<file path="config.mk">
export PLATFORM = sky130hd
export DESIGN_NAME = vic_irq_arb
export DESIGN_NICKNAME = d
export VERILOG_FILES = /design/src/rtl/vic_pkg.sv /design/src/rtl/vic_src_cond.sv /design/src/rtl/vic_irq_arb.sv
export SDC_FILE = /design/constraint.sdc
export NUM_CORES = 1
export LEC_CHECK = 0
export ABC_AREA = 1
export ABC_CLOCK_PERIOD_IN_PS = 1500
export CORE_MARGIN = 10
export CORE_UTILIZATION = 46
export CTS_CLUSTER_SIZE = 20
export DETAILED_ROUTE_END_ITERATION = 7
export PLACE_DENSITY = 0.79
export SYNTH_ARGS = -nofsm -noshare
export SYNTH_HDL_FRONTEND = slang
export SYNTH_SLANG_ARGS = --single-unit
</file>
<file path="constraint.sdc">
create_clock -name clk -period 1.5 [get_ports clk]
set_clock_uncertainty 0.1 [all_clocks]
set_input_delay 0.45 -clock clk [delete_from_list [all_inputs] [get_ports clk]]
set_output_delay 0.45 -clock clk [all_outputs]
set_load 0.02 [all_outputs]
</file>
<file path="src/rtl/vic_pkg.sv">
// Shared constants and types for the interrupt request arbiter.
package vic_pkg;

  localparam int VEC_W = 5;
  localparam int IDX_W = 4;

  localparam logic [1:0] VIC_REG_ENABLE = 2'd0;
  localparam logic [1:0] VIC_REG_MODE   = 2'd1;
  localparam logic [1:0] VIC_REG_GEN    = 2'd2;
  localparam logic [1:0] VIC_REG_PEND   = 2'd3;

  typedef enum logic [1:0] {
    IDLE    = 2'd0,
    REQ     = 2'd1,
    SERVICE = 2'd2
  } vic_state_e;

  // Vector index of a source: base plus source number, wrapping at 5 bits.
  function automatic logic [VEC_W-1:0] vic_vec(input logic [VEC_W-1:0] base,
                                               input logic [IDX_W-1:0] idx);
    return base + {1'b0, idx};
  endfunction

endpackage

</file>
<file path="src/rtl/vic_src_cond.sv">
// Per-source conditioning: 2-flop synchroniser, edge detector, pending bit.
module vic_src_cond
  import vic_pkg::*;
(
  input  logic clk,
  input  logic rst,
  input  logic src,
  input  logic mode,
  input  logic sw_set,
  input  logic clr,
  output logic pend
);

  logic sync_p0;
  logic sync_p1;
  logic sync_p2;
  logic rise;
  logic pend_nxt;

  assign rise = sync_p1 & ~sync_p2;

  // Edge mode latches until serviced (a new edge beats the clear);
  // level mode follows the synchronised line so a dropped line stops re-firing.
  always_comb begin
    pend_nxt = 1'b0;
    if (mode) begin
      pend_nxt = rise | sw_set | (pend & ~clr);
    end else begin
      pend_nxt = sync_p1 | sw_set;
    end
  end

  // Synchroniser chain, edge-detect delay and pending bit.
  always_ff @(posedge clk) begin
    if (rst) begin
      sync_p0 <= 1'b0;
      sync_p1 <= 1'b0;
      sync_p2 <= 1'b0;
      pend    <= 1'b0;
    end else begin
      // stage p0 -> p1 -> p2
      sync_p0 <= src;
      sync_p1 <= sync_p0;
      sync_p2 <= sync_p1;
      pend    <= pend_nxt;
    end
  end

endmodule

</file>
<file path="src/rtl/vic_irq_arb.sv">
// Interrupt request arbiter: pending latch, fixed-priority select, IRQ FSM.
module vic_irq_arb
  import vic_pkg::*;
#(
  parameter int N_SRC    = 8,
  parameter int VEC_BASE = 0
) (
  input  logic              clk,
  input  logic              rst,
  input  logic [N_SRC-1:0]  i_src,
  input  logic              i_reti,
  input  logic              i_we,
  input  logic [1:0]        i_addr,
  input  logic [31:0]       i_wdata,
  output logic [31:0]       o_rdata,
  output logic              o_IRQ,
  output logic [VEC_W-1:0]  o_ISR_addr,
  output logic              o_busy
);

  localparam logic [VEC_W-1:0] VB = VEC_W'(VEC_BASE);

  logic [N_SRC-1:0] en_q;
  logic [N_SRC-1:0] mode_q;
  logic             gen_q;
  logic [N_SRC-1:0] pend;
  logic [N_SRC-1:0] sw_set;
  logic [N_SRC-1:0] clr;
  logic [N_SRC-1:0] eligible;
  logic             any_elig;
  logic [IDX_W-1:0] win_idx;
  logic [IDX_W-1:0] win_q;
  logic             latch;
  vic_state_e       state_q;
  vic_state_e       state_d;
  logic             unused_wdata;

  assign unused_wdata = ^i_wdata[31:N_SRC];

  assign sw_set   = (i_we && (i_addr == VIC_REG_PEND)) ? i_wdata[N_SRC-1:0] : '0;
  assign eligible = pend & en_q & {N_SRC{gen_q}};
  assign any_elig = |eligible;

  genvar k;
  generate
    for (k = 0; k < N_SRC; k++) begin : g_src
      assign clr[k] = (state_q == REQ) && (win_q == IDX_W'(k));
      vic_src_cond u_cond (
        .clk    (clk),
        .rst    (rst),
        .src    (i_src[k]),
        .mode   (mode_q[k]),
        .sw_set (sw_set[k]),
        .clr    (clr[k]),
        .pend   (pend[k])
      );
    end
  endgenerate

  // Fixed priority: scanning downward leaves the lowest eligible index.
  always_comb begin
    win_idx = '0;
    for (int i = N_SRC - 1; i >= 0; i--) begin
      if (eligible[i]) win_idx = IDX_W'(i);
    end
  end

  // Next-state logic; latch marks the cycle a winner is captured.
  always_comb begin
    state_d = state_q;
    latch   = 1'b0;
    case (state_q)
      IDLE: begin
        if (any_elig) begin
          state_d = REQ;
          latch   = 1'b1;
        end
      end
      REQ: state_d = SERVICE;
      SERVICE: begin
        if (i_reti) begin
          if (any_elig) begin
            state_d = REQ;
            latch   = 1'b1;
          end else begin
            state_d = IDLE;
          end
        end
      end
      default: state_d = IDLE;
    endcase
  end

  // State register, captured winner and vector output.
  always_ff @(posedge clk) begin
    if (rst) begin
      state_q    <= IDLE;
      win_q      <= '0;
      o_ISR_addr <= '0;
    end else begin
      state_q <= state_d;
      if (latch) begin
        win_q      <= win_idx;
        o_ISR_addr <= vic_vec(VB, win_idx);
      end
    end
  end

  assign o_IRQ  = (state_q == REQ);
  assign o_busy = (state_q != IDLE);

  // Configuration registers and registered read port.
  always_ff @(posedge clk) begin
    if (rst) begin
      en_q    <= '0;
      mode_q  <= '0;
      gen_q   <= 1'b0;
      o_rdata <= '0;
    end else begin
      if (i_we) begin
        case (i_addr)
          VIC_REG_ENABLE: en_q   <= i_wdata[N_SRC-1:0];
          VIC_REG_MODE:   mode_q <= i_wdata[N_SRC-1:0];
          VIC_REG_GEN:    gen_q  <= i_wdata[0];
          default: ;
        endcase
      end
      case (i_addr)
        VIC_REG_ENABLE: o_rdata <= 32'(en_q);
        VIC_REG_MODE:   o_rdata <= 32'(mode_q);
        VIC_REG_GEN:    o_rdata <= {31'b0, gen_q};
        default:        o_rdata <= 32'(pend);
      endcase
    end
  end

endmodule
</file>
Word-level counts from Yosys, hierarchy flattened
Index checks and enable logic that the tools add are counted. W data, S select, Z words.

Logic and storage cells: 153. Bits in registers: 87.

Mux-type cells: 25. Eq/ne operators: 14. Reductions and logical operators: 18. Bitwise operators: 58.

Operators by type and width (number): $mux W4 (7); $or A1 B1 Y1 (24); $pmux W8 S3 (1); $and A1 B1 Y1 (16); $and A8 B8 Y8 (2); $eq A4 B3 Y1 const B (4); $not A1 Y1 (16); $mux W1 (11); $logic_and A1 B1 Y1 (9); $eq A4 B2 Y1 const B (2); $mux W8 (1); $reduce_and A2 Y1 (4); $reduce_or A8 Y1 (1); $eq A2 B2 Y1 const B (3); $pmux W2 S3 (1); $eq A2 B1 Y1 const B (2); $eq A4 B1 Y1 const B (1); $logic_not A2 Y1 (2); $logic_not A4 Y1 (1); $mux W2 (2); $ne A2 B2 Y1 const B (2); $mux W3 (1); $pmux W1 S2 (1); $reduce_bool A2 Y1 (1).

Depth between registers and ports, before layout
Depth after elaboration: 10. Gate-level depth with buffers: 11. Mapped depth without buffers: 10.

By module
A second synthesis with hierarchy kept.

Cells, all modules: 399. Area, all modules: 2871.5 um2.

By module, submodules not included: vic_irq_arb (area an instance 1760.4 um2, times used 1, cells an instance 247); vic_src_cond (area an instance 138.9 um2, times used 8, cells an instance 19).

Least setup slack after synthesis
No wires, ideal clock.

Kind: input-to-reg. Start point: in i_addr[0]. End point: reg en_q[5]. Slack: 108 ps. Required time: 1285 ps. Stages on the path: 8. Library setup time: 115 ps. Arrival time: 1177 ps. Cell sequence: buf_4 nor2_8 inv_4 nor2_8 inv_2 buf_6 o21ai_2 a21oi_2.

Cells in the longest elaborated chain, start to end: 2.

Ends and longest elaborated chain: start: declaration (line vic_irq_arb.sv:13) `input logic [1:0] i_addr,`; $logic_not A2 Y1 (line vic_irq_arb.sv:121) `case (i_addr)`; $reduce_and A2 Y1 (no source line); end signal: assignment (line vic_irq_arb.sv:122) `VIC_REG_ENABLE: en_q <= i_wdata[N_SRC-1:0];`; end: declaration (line vic_irq_arb.sv:23) `logic [N_SRC-1:0] en_q;`.

Every way passes these cells. A chain may end at the register's enable or synchronous reset.

Worst setup path in the final report
Start point: reg state_q[1]. End point: out o_IRQ.

Cells in the longest elaborated chain, start to end: 1.

Ends and longest elaborated chain: start: declaration (line vic_irq_arb.sv:34) `vic_state_e state_q;`; start signal: assignment (line vic_irq_arb.sv:101) `state_q <= state_d;`; $eq A2 B1 Y1 (line vic_irq_arb.sv:109) `assign o_IRQ = (state_q == REQ);`; end: declaration (line vic_irq_arb.sv:16) `output logic o_IRQ,`.

Every way passes these cells.

==> impl_metrics.json <==
{
  "outcome": "completed",
  "antenna_left": 0,
  "holdPathStages": 2,
  "avgSynthCellArea_um2": 7.71,
  "hold_viol": 0,
  "hold_path_end": "g_src[6].u_cond.sync_p1",
  "yosysTopAreaCell": "dfxtp_1",
  "min_path_type": "flop to flop",
  "n_antenna_cell": 0,
  "place.gp.congestion": 0.967,
  "fp.dieW_um": 96.9,
  "synth_area_um2": 2720,
  "critPathArrivalTime_ns": 0.94,
  "dp_hpwl_mm": 4.53,
  "numCtsBuffers": 9,
  "reg2regPathDepth": 7,
  "slew_violations": 0,
  "synth_commonest_cells": "dfxtp_1, nand2_1, inv_1, nor2_1, buf_4",
  "r2r_start": "gen_q",
  "grt_pass1_vias": 2306,
  "crit_path_start_kind": "flop",
  "core_area_um2": 5610,
  "min_period_over_period_pct": 99.2,
  "dp_cells": 470,
  "max_cap_violations": 0,
  "drive_above_1_share_pct": 20.6,
  "cts.htree.levels": 3,
  "endpoint_kind": "output port",
  "power_mw": 3.45,
  "timing.hold.ws_ns": 0.301,
  "synth.distinct_cells": 27,
  "seq_area_frac_synth_pct": 45.6,
  "synthCells": 353,
  "post_cts_buffers": 0,
  "place_ws_ns": -0.524,
  "hp-start": "g_src[6].u_cond.sync_p0",
  "yosysMostFrequentCell": "dfxtp_1",
  "portBuffers": 34,
  "async_reset_ff_share_pct": 0,
  "r2r-end": "o_ISR_addr[0]",
  "reg2reg_slack_ns": 0.12,
  "cts.sinks": 62,
  "setup_violations": 0,
  "leakage_nw": 1.53,
  "die_height_um": 96.9,
  "synthMuxAreaShare_pct": 0,
  "fill_cells": 516,
  "netlist_top_cells_area": "dfxtp_1, nand2_1, buf_4",
  "rows": 27,
  "finalNonFillerCells": 484,
  "globalRouteTotalUtil_pct": 13.1,
  "io_pins": 85,
  "synthSimpleGateAreaFrac_pct": 23.4,
  "wire_per_inst_um": 12.7,
  "grt-busiest-layer": "met2",
  "die_area_um2": 9390,
  "synthAdderAreaFrac_pct": 0,
  "grt_util_met3_pct": 4.05,
  "path_class": "flop to output port",
  "clkLatencyLatePin_ns": 0.34,
  "synth-seq-cells": 62,
  "rsz0062_at_grt": "yes",
  "drt_iter0_drc": 213,
  "first_pass_iters": 5,
  "clockBufferDepth": 2,
  "layout_setup_ws_ns": 0.0125,
  "synth_top_family_by_area": "simple AND/OR/NAND/NOR gates",
  "areaGrowthSynthToFinish_pct": 24.8,
  "clk_pin_slew_ns": 0.06,
  "wl_mm": 6.14,
  "vdd_ir_drop_max_v": 0.000519,
  "fmax_ghz": 0.672,
  "use_met1_pct": 14.1,
  "antenna_found_initial": 0,
  "dr_total_vias": 2273,
  "cellPowerDensity_nw_per_um2": 1020,
  "grt_max_degree": 26,
  "grt_pass1_wl_mm": 10.3,
  "initial_core_util_pct": 48.5,
  "cp-startpoint": "state_q[1]",
  "cts_tree": "built",
  "synth-main-ff-cell": "dfxtp_1",
  "synth_xor_area_share_pct": 0,
  "remaining_drc_errors": 0,
  "hold_buffers": 0,
  "layout.nets": 455,
  "gr-total-overflow": 0,
  "yosys.area.top_type_share_pct": 45.6,
  "use_met2_pct": 21.4,
  "via_per_inst": 4.70,
  "synth_compound_area_share_pct": 12.6,
  "cts-root-buf": "clkbuf_8",
  "fin_crit_ns": 1.49,
  "synth-edff-count": 0,
  "crit_fanout": 2,
  "yosys_warnings": 0,
  "cp.required_ns": 0.95
}
final cells by class:
| cell class | count | area, um^2 | share of cell area [%] |
|---|---|---|---|
| clock buffers | 13 | 169 | 4.98 |
| well taps | 72 | 90.1 | 2.65 |
| repair buffers | 57 | 572 | 16.8 |
| clock inverters | 1 | 5.00 | 0.147 |
| inverters | 59 | 226 | 6.67 |
| flip-flops and latches | 62 | 1240 | 36.7 |
| multi-input cells | 220 | 1090 | 32.0 |
state kept, by name (all words and copies together), names as in the netlist:
name / flops
en_q: 8
g_src.u_cond.pend: 8
g_src.u_cond.sync_p0: 8
g_src.u_cond.sync_p1: 8
g_src.u_cond.sync_p2: 8
mode_q: 8
o_rdata: 8
o_ISR_addr: 3
state_q: 2
gen_q: 1
worst max-delay path, cell delays in order (launching register included):
cell and delay, ns:
dfxtp_2 0.32, inv_2 0.07, nand2_2 0.06, inv_2 0.05, buf_6 0.10
routing by layer:
metal | share of wire, % | wire length [um]
met4 | 3.3 | 204
met5 | 0 | 0
met3 | 7.7 | 473
met1 | 40 | 2470
met2 | 49 | 3000
cell families (layout without fill, tap and decap cells):
group,after synthesis,count (layout)
AND/OR/NAND/NOR,137,137
flip-flops,62,62
other,1,26
buffers and inverters,96,130
AO/OA/AOI/OAI,57,57
metrics by stage:
| step | util, % | instance area (um^2) | setup TNS, ns |
|---|---|---|---|
| final | 60.5 | 3390 | 0 |
| after CTS | 60.8 | 3410 | -0.0417 |
| after detailed placement | 57.2 | 3210 | -14.72 |
| after floorplan | - | 2810 | 0 |
| after global placement | 57.2 | 3210 | -13.19 |
| after global routing | 60.5 | 3390 | -0.0366 |
cells in the final DEF (no fill, tap or decap), types with 2 or more instances in the layout:
cell type / n
buf_4: 17
o22ai_1: 3
o21ai_0: 13
clkbuf_8: 12
nor2_8: 2
clkdlybuf4s15_2: 7
o211ai_1: 3
inv_4: 2
dfxtp_1: 59
nand3_1: 19
nand2_1: 59
a21oi_2: 3
inv_1: 51
a31oi_1: 9
nand2_2: 5
nor2_4: 2
o21ai_1: 7
conb_1: 26
buf_12: 5
buf_6: 3
dfxtp_2: 3
buf_2: 4
a21oi_1: 13
clkdlybuf4s50_1: 19
nand3_2: 6
nor2_1: 42
o21ai_2: 4
inv_2: 6
power breakdown:
group / switching (mW) / total [mW] / internal, mW
clock: 0.593 / 1.31 / 0.714
combinational: 0.225 / 0.384 / 0.159
sequential: 0.0428 / 1.76 / 1.71
worst max path at each step:
stage	depth (start not counted)	endpoint
2_1_floorplan	8	en_q[5]
3_3_place_gp	6	mode_q[7]
3_5_place_dp	6	mode_q[4]
4_1_cts	4	o_IRQ
5_1_grt	3	o_busy
6_report	4	o_IRQ
what timing repair did:
action                                  in CTS  in global routing
resized for setup                           52                 14
endpoints found under the setup margin      41                 23
pin swaps                                    0                  2
Power figures use the tool's default switching activity.
